`src/rtl/sipo_pkg.sv`:
```
// Shared types and helpers for the serial-in / parallel-out capture register.
package sipo_pkg;

    typedef enum logic [1:0] {
        IDLE    = 2'd0,
        COLLECT = 2'd1,
        HOLD    = 2'd2
    } sipo_state_t;

    // Counter width able to represent 0..bits inclusive.
    function automatic int cnt_w(input int bits);
        return $clog2(bits + 1);
    endfunction

endpackage

```
`src/rtl/reg_paralelo_carga_serie_en_if.sv`:
```
// Capture-side bus: serial strobe/data in, parallel word out on a valid/ready pair.
// valid/ready: a word transfers on any clk edge where valid=1 and ready=1; DP is stable while valid=1.
interface reg_paralelo_carga_serie_en_if
    import sipo_pkg::*;
#(
    parameter int BITS = 8
);
    logic                     start;
    logic                     EN;
    logic                     D;
    logic                     ready;
    logic [BITS-1:0]          DP;
    logic                     valid;
    logic                     busy;
    logic [cnt_w(BITS)-1:0]   count;
    logic                     overrun;
    sipo_state_t              state;

    modport master (
        output start, EN, D, ready,
        input  DP, valid, busy, count, overrun, state
    );

    modport slave (
        input  start, EN, D, ready,
        output DP, valid, busy, count, overrun, state
    );
endinterface

```
`src/rtl/sipo_bit_counter.sv`:
```
// Bit counter for the capture register: sync clear, enable, terminal flag on the last bit.
module sipo_bit_counter
    import sipo_pkg::*;
#(
    parameter int BITS = 8,
    parameter int CW   = cnt_w(BITS)
) (
    input  logic          clk,
    input  logic          rst,
    input  logic          clr_i,
    input  logic          en_i,
    output logic [CW-1:0] count_o,
    output logic          term_o
);
    logic [CW-1:0] count_q;
    logic [CW-1:0] count_d;

    always_comb begin
        count_d = count_q;
        if (clr_i) begin
            count_d = '0;
        end else if (en_i) begin
            count_d = count_q + CW'(1);
        end
    end

    always_ff @(posedge clk) begin
        if (rst) begin
            count_q <= '0;
        end else begin
            count_q <= count_d;
        end
    end

    assign count_o = count_q;
    assign term_o  = en_i && (count_q == CW'(BITS - 1));
endmodule

```
`src/rtl/reg_paralelo_carga_serie_en.sv`:
```
// SIPO capture register: assembles BITS serial bits into a word and offers it on valid/ready.
// Define SIPO_MSB_FIRST_EN for MSB-first capture (left shift) instead of the default LSB-first.
module reg_paralelo_carga_serie_en
    import sipo_pkg::*;
#(
    parameter int BITS = 8
) (
    input  logic                          clk,
    input  logic                          rst,
    reg_paralelo_carga_serie_en_if.slave  bus
);
    localparam int CW = cnt_w(BITS);

    sipo_state_t     state_q, state_d;
    logic [BITS-1:0] dp_q, dp_d;
    logic            overrun_q, overrun_d;
    logic            cnt_clr, cnt_en, cnt_term;
    logic [CW-1:0]   cnt;
    logic [BITS-1:0] dp_shifted;

`ifdef SIPO_MSB_FIRST_EN
    assign dp_shifted = {dp_q[BITS-2:0], bus.D};
`else
    assign dp_shifted = {bus.D, dp_q[BITS-1:1]};
`endif

    sipo_bit_counter #(.BITS(BITS), .CW(CW)) u_cnt (
        .clk     (clk),
        .rst     (rst),
        .clr_i   (cnt_clr),
        .en_i    (cnt_en),
        .count_o (cnt),
        .term_o  (cnt_term)
    );

    always_ff @(posedge clk) begin
        if (rst) begin
            state_q   <= IDLE;
            dp_q      <= '0;
            overrun_q <= 1'b0;
        end else begin
            state_q   <= state_d;
            dp_q      <= dp_d;
            overrun_q <= overrun_d;
        end
    end

    // start outranks EN in COLLECT; in HOLD it only counts alongside a completed handshake.
    always_comb begin
        state_d   = state_q;
        dp_d      = dp_q;
        overrun_d = overrun_q;
        cnt_clr   = 1'b0;
        cnt_en    = 1'b0;
        unique case (state_q)
            IDLE: begin
                if (bus.start) begin
                    state_d = COLLECT;
                    cnt_clr = 1'b1;
                end
            end
            COLLECT: begin
                if (bus.start) begin
                    cnt_clr = 1'b1;
                end else if (bus.EN) begin
                    cnt_en = 1'b1;
                    dp_d   = dp_shifted;
                    if (cnt_term) begin
                        state_d = HOLD;
                    end
                end
            end
            HOLD: begin
                if (bus.EN) begin
                    overrun_d = 1'b1;
                end
                if (bus.ready) begin
                    if (bus.start) begin
                        state_d = COLLECT;
                        cnt_clr = 1'b1;
                    end else begin
                        state_d = IDLE;
                    end
                end
            end
            default: state_d = IDLE;
        endcase
        if (cnt_clr) begin
            overrun_d = 1'b0;
        end
    end

    always_comb begin
        bus.DP      = dp_q;
        bus.valid   = (state_q == HOLD);
        bus.busy    = (state_q == COLLECT);
        bus.count   = cnt;
        bus.overrun = overrun_q;
        bus.state   = state_q;
    end
endmodule

```
`src/flat_wrapper.sv`:
```
// flat-port wrapper written by rule: the top's interface ports become plain ports
module reg_paralelo_carga_serie_en_flat import sipo_pkg::*;
#(
    parameter int BITS = 8
)
  (clk, rst, bus_start, bus_EN, bus_D, bus_ready, bus_DP, bus_valid, bus_busy, bus_count, bus_overrun, bus_state);
  reg_paralelo_carga_serie_en_if #(.BITS(BITS)) bus_i ();
  input  logic clk;
  input  logic rst;
  input wire logic [$bits(bus_i.start)-1:0] bus_start;
  input wire logic [$bits(bus_i.EN)-1:0] bus_EN;
  input wire logic [$bits(bus_i.D)-1:0] bus_D;
  input wire logic [$bits(bus_i.ready)-1:0] bus_ready;
  output wire logic [$bits(bus_i.DP)-1:0] bus_DP;
  output wire logic [$bits(bus_i.valid)-1:0] bus_valid;
  output wire logic [$bits(bus_i.busy)-1:0] bus_busy;
  output wire logic [$bits(bus_i.count)-1:0] bus_count;
  output wire logic [$bits(bus_i.overrun)-1:0] bus_overrun;
  output wire logic [$bits(bus_i.state)-1:0] bus_state;
  assign bus_i.start = bus_start;
  assign bus_i.EN = bus_EN;
  assign bus_i.D = bus_D;
  assign bus_i.ready = bus_ready;
  assign bus_DP = bus_i.DP;
  assign bus_valid = bus_i.valid;
  assign bus_busy = bus_i.busy;
  assign bus_count = bus_i.count;
  assign bus_overrun = bus_i.overrun;
  assign bus_state = bus_i.state;
  reg_paralelo_carga_serie_en #(.BITS(BITS)) u_core (.clk(clk), .rst(rst), .bus(bus_i));
endmodule
```
`config.mk`:
```
export PLATFORM = sky130hd
export DESIGN_NAME = reg_paralelo_carga_serie_en_flat
export DESIGN_NICKNAME = d
export VERILOG_FILES = /design/src/rtl/sipo_pkg.sv /design/src/rtl/reg_paralelo_carga_serie_en_if.sv /design/src/rtl/sipo_bit_counter.sv /design/src/rtl/reg_paralelo_carga_serie_en.sv /design/src/flat_wrapper.sv
export SDC_FILE = /design/constraint.sdc
export NUM_CORES = 1
export LEC_CHECK = 0
export CAP_MARGIN = 10
export CORE_UTILIZATION = 44
export DETAILED_ROUTE_END_ITERATION = 7
export PLACE_DENSITY = 0.79
export SLEW_MARGIN = 5
export SYNTH_ARGS = -nofsm -noshare
export SYNTH_HDL_FRONTEND = slang
export SYNTH_SLANG_ARGS = --single-unit
```
`constraint.sdc`:
```
create_clock -name clk -period 2.7 [get_ports clk]
set_input_delay 0.27 -clock clk [delete_from_list [all_inputs] [get_ports clk]]
set_output_delay 0.27 -clock clk [all_outputs]
set_load 0.02 [all_outputs]
```
# Yosys cells after proc, flatten, opt, wreduce, memory -nomap -nowiden
# Index checks and enable logic that the tools add are counted.
[classes] addsub=1 mul=0 div_mod_pow=0 magnitude_cmp=0 n_eq_ne=8 shift=0 n_mux=13 bitwise=1 n_reduce_logical=7
[ops] op="2-bit 2-to-1 mux" count=5
[ops] op="2-bit != test, second input constant" count=4
[ops] op="1-bit 2-to-1 mux" count=6
[ops] op="2-bit one-hot mux with 3 select lines" count=1
[ops] op="5-bit AND reduction" count=1
[ops] op="4-bit by 1-bit adder with 4-bit output, second input constant" count=1
[ops] op="4-bit by 3-bit equality test with 1-bit output, second input constant" count=1
[ops] op="2-bit OR reduction" count=2
[ops] op="3-bit AND reduction" count=1
[ops] op="2-bit by 1-bit equality test with 1-bit output, second input constant" count=1
[ops] op="2-bit equality test, second input constant" count=1
[ops] op="2-bit zero test" count=1
[ops] op="2-bit by 1-bit != test with 1-bit output, second input constant" count=1
[ops] op="1-bit one-hot mux with 2 select lines" count=1
[ops] op="2-bit AND reduction" count=1
[ops] op="1-bit logical AND" count=1
[ops] op="1-bit NOT" count=1
[totals] reg_bits=15 latchBits=0 mem_bits_rw=0 mem_bits_ro=0 input_bits=6 out_inout_bits=17 word_cells=34 n_memories=0

# Longest topological paths before layout
[logic_depth] ltp_word=8 mapped_depth=4 ltp_nobuf=4

# Cells and area by module
# A second synthesis with hierarchy kept.
[unflattened] hier_cells=59 hier_area_um2=649.4
[by_module_without_submodules] mod="reg_paralelo_carga_serie_en" n_inst=1 cells_each=41 area_each_um2=426.7 seq_area_each_um2=220.2
[by_module_without_submodules] mod="sipo_bit_counter" n_inst=1 cells_each=18 area_each_um2=222.7 seq_area_each_um2=80.1

# Worst setup path before layout
# Ideal clock, no wire load.
[synth_path] path_kind="reg2reg" from="register u_core.u_cnt.count_q[0] (netlist: u_core.u_cnt.count_o[0])" to="register u_core.u_cnt.count_q[2] (netlist: u_core.u_cnt.count_o[2])" setup_ns=0.086 arrival_time_ns=1.248 t_required_ns=2.614 slack_ns=1.367 stages_incl_launch_ff=5 path_buffers=0 path_cell_list="dfxtp_1 > ha_1 > inv_1 > or3_1 > a211oi_1"
[synth_between] elab_chain_cells=1
[synth_lines] item="start, declared" line_no="sipo_bit_counter.sv:15" text="logic [CW-1:0] count_q;"
[synth_lines] item="start signal, assigned" line_no="sipo_bit_counter.sv:31" text="count_q <= count_d;"
[synth_lines] item="4-bit by 1-bit adder with 4-bit output" line_no="sipo_bit_counter.sv:23" text="count_d = count_q + CW'(1);"
# No other way between the ends.
# A chain may end at the register's enable or synchronous reset.

# Worst setup path in the final report
[layout_path] from="register u_core.state_q[1] (netlist: u_core.bus.state[1])" to="output port bus_valid"
[layout_between] elab_chain_cells=1
[layout_lines] item="start, declared" line_no="reg_paralelo_carga_serie_en.sv:14" text="sipo_state_t state_q, state_d;"
[layout_lines] item="start signal, assigned" line_no="reg_paralelo_carga_serie_en.sv:42" text="state_q <= state_d;"
[layout_lines] item="2-bit equality test" line_no="reg_paralelo_carga_serie_en.sv:95" text="bus.valid = (state_q == HOLD);"
[layout_lines] item="end, declared" line_no="flat_wrapper.sv:15" text="output wire logic [$bits(bus_i.valid)-1:0] bus_valid;"
# No other way between the ends.

==> metrics.md <==
| Metric | Value |
|---|---|
| Layout Skew | `0.0005359 ns` |
| CTS H-tree lvls | `1` |
| Critical Path Source Type | `flip-flop` |
| Core footprint | `1301 sq um` |
| Seq/Total Area, Yosys | `0.4888` |
| Chip Width | `39.37 um` |
| RSZ-0062 raised after global routing | `no` |
| GRT Total Usage | `0.1888` |
| Initial Util | `0.4721` |
| Crit end category | `primary output` |
| Syn-to-layout area delta | `42.97%` |
| Clock Pin Slew Worst Setup and Hold Paths | `0.08 ns` |
| P_leak | `0.0002859 uW` |
| Buf/Inv on CP | `1` |
| Share of post-route cells with drive strength above 1 | `0.06250` |
| Overall power | `384.8 uW` |
| Via Count | `574` |
| Post-DP HPWL | `875.4 um` |
| First-pass GRT wire length | `1.918 mm` |
| Syn Nets | `78` |
| IO Pins | `23` |
| Critical path fanouts, max | `7` |
| Largest net degree at the start of global routing | `16` |
| ANT cells | `0` |
| I/O Buffers | `22` |
| CTS tree | `built` |
| DRT iter0 DRCs | `12` |
| DIE AREA | `1550 sq um` |
| Vias in the first global route | `463` |
| Syn avg cell area | `8.653 sq um` |
| Worst endpoint required time | `2.43 ns` |
| Top delay family on crit path | `buffers and inverters` |
| CTS Buf Count | `3` |
| Worst slew pin tran | `0.5373 ns` |
| Final setup violation count | `0` |
| Worst path arrival time | `1.55 ns` |
| Post-CTS Setup Inserts | `0` |
| Max-cap viol count | `0` |
| Hold Path Class | `reg -> reg` |
| CTS Sinks | `15` |
| Routed WL | `1.257 mm` |
| Die Y-Extent | `39.37 um` |
| Outcome | `completed` |
| CTS Hold Bufs | `0` |
| Post-route ant nets | `0` |
| Post-CTS sizing | `0` |
| Synth cell types | `25` |
| DP Area | `852.1 sq um` |
| Initial antenna violation count | `0` |
| Setup TNS | `0 ns` |
| Num rows | `13` |
| Period utilization | `0.6741` |
| CP max-delay cell | `clkdlybuf4s50_1` |
| Worst path max stage delay | `0.63 ns` |
| GR Overflow Total | `0` |
| Rel. slew slack | `0.6406` |
| Synth Cell Area | `614.3 sq um` |
| Wire per inst | `11.32 um` |
| GPL Wtd Cong | `0.6934` |
| Post-Synthesis Cells | `71` |
| DRC | `0` |
| Worst-Skew Late Latency | `0.28 ns` |
| Peak supply drop | `0.3484 mV` |
| Post-route design area | `878.3 sq um` |
| Mean number of vias per cell | `5.171` |
| Layout Utilization | `0.6750` |
| Tmin final | `1.820 ns` |
| Slew Limit Fails | `0` |
| Critical-path cell list | `nor2b_1 > clkdlybuf4s50_1` |
| Total Nets Final | `104` |
| Max Clk Rate | `549.5 MHz` |
| Critical path class | `reg -> out` |
| CTS root buffer | `clkbuf_4` |
| FF+latch count, synth | `15` |
| Power per cell area | `438.2 nW/um^2` |
| Final hold viol count | `0` |
| Clock Tree Buf Depth | `2` |
| Synth warn | `0` |
| Detailed Routing Iterations Pass 1 | `4` |
## power by group
part | total (uW) | internal (uW) | switching [uW] | leakage, uW
Combinational | 34.1 | 16.8 | 17.3 | 0.000150
Sequential | 226 | 223 | 2.79 | 0.000121
Clock | 125 | 57.3 | 67.8 | 0.0000150
## final cells by class
class / instances / area [sq um]
Tap cell: 15 / 18.77
Clock buffer: 4 / 26.28
Fill cell: 114 / 422.9
Inverter: 2 / 7.507
Timing Repair Buffer: 24 / 235.2
Sequential cell: 15 / 300.3
Multi-Input combinational cell: 51 / 290.3
## registers in the layout, summed over array words and instances (netlist names)
| name | count |
|---|---|
| u_core.bus.overrun | 1 |
| u_core.bus.state | 2 |
| u_core.u_cnt.count_o | 4 |
| u_core.bus.DP | 8 |
## per-layer routing
metal | wire length (um) | share of wire | track usage
met3 | 66 | 0.053 | 0.05114
met4 | 0 | 0 | 0.1034
met2 | 529 | 0.42 | 0.2708
met1 | 661 | 0.53 | 0.2517
met5 | 0 | 0 | 0
## worst reg2reg max path, delay by kind of cell, from the launching register on
kind / cells / cell delay, ns
buffers and inverters: 1 / 0.19
AND/OR/NAND/NOR: 2 / 0.50
flip-flops: 1 / 0.46
AO/OA/AOI/OAI: 1 / 0.21
## layout by cell type (no fill, tap or decap), types with 2 or more instances in the layout
cell type,Yosys,final
nor2_1,2,2
nor3_1,3,3
or3_1,2,2
o21ai_0,2,2
a211oi_1,2,2
clkdlybuf4s50_1,0,22
a21oi_1,9,9
clkbuf_4,0,3
dfxtp_1,15,15
nor2b_1,2,2
buf_4,1,2
inv_1,2,2
nand2_1,17,17
## path summary, 6_finish.rpt
kind | startpoint | to | slack [ns] | cells past startpoint
hold reg to reg | u_core.bus.DP[0]$_SDFFE_PP0P_ | u_core.bus.DP[0]$_SDFFE_PP0P_ | 0.47 | 2
hold / removal | u_core.bus.DP[0]$_SDFFE_PP0P_ | u_core.bus.DP[0]$_SDFFE_PP0P_ | 0.47 | 2
setup reg to reg | u_core.bus.state[0]$_SDFFE_PP0P_ | u_core.u_cnt.count_o[3]$_SDFFE_PP0P_ | 1.26 | 4
setup / recovery | u_core.bus.state[1]$_SDFFE_PP0P_ | bus_valid | 0.88 | 2
## Yosys cell counts
master | n | area [sq um]
nand4bb_1 | 1 | 11.26
nor2_1 | 2 | 7.510
inv_1 | 2 | 7.510
a211oi_1 | 2 | 15.01
o32a_1 | 1 | 10.01
clkbuf_1 | 1 | 3.750
a21boi_1 | 1 | 7.510
nand2b_1 | 1 | 6.260
nor2b_1 | 2 | 12.51
buf_2 | 1 | 5.000
o21ai_0 | 2 | 10.01
xnor2_1 | 1 | 8.760
o31ai_1 | 1 | 7.510
nand3_1 | 1 | 5.000
or3_1 | 2 | 12.51
dfxtp_1 | 15 | 300.3
mux2i_1 | 1 | 10.01
buf_4 | 1 | 7.510
a211oi_2 | 1 | 12.51
nor4bb_1 | 1 | 10.01
nand3b_1 | 1 | 7.510
ha_1 | 1 | 12.51
a21oi_1 | 9 | 45.04
nand2_1 | 17 | 63.81
nor3_1 | 3 | 15.01
## logic make-up (layout without fill, tap and decap cells)
logic type	count (synthesis)	in the layout	synth area share
simple gates	31	31	0.2464
compound gates	17	17	0.1751
flops	15	15	0.4888
buf+inv	5	30	0.03869
fa+ha+maj	1	1	0.02036
xor+xnor	1	1	0.01426
mux	1	1	0.01629
## per-stage QoR
step / hold WS [ns] / setup WS, ns / std cells
floorplan: 0.3430 / 1.367 / 71
global placement: 0.4564 / 0.9447 / 107
detailed placement: 0.4546 / 0.9018 / 107
CTS: 0.4700 / 0.8796 / 111
global route: 0.4747 / 0.8258 / 111
finish: 0.4652 / 0.8800 / 111
(Power assumes the default switching activity.)
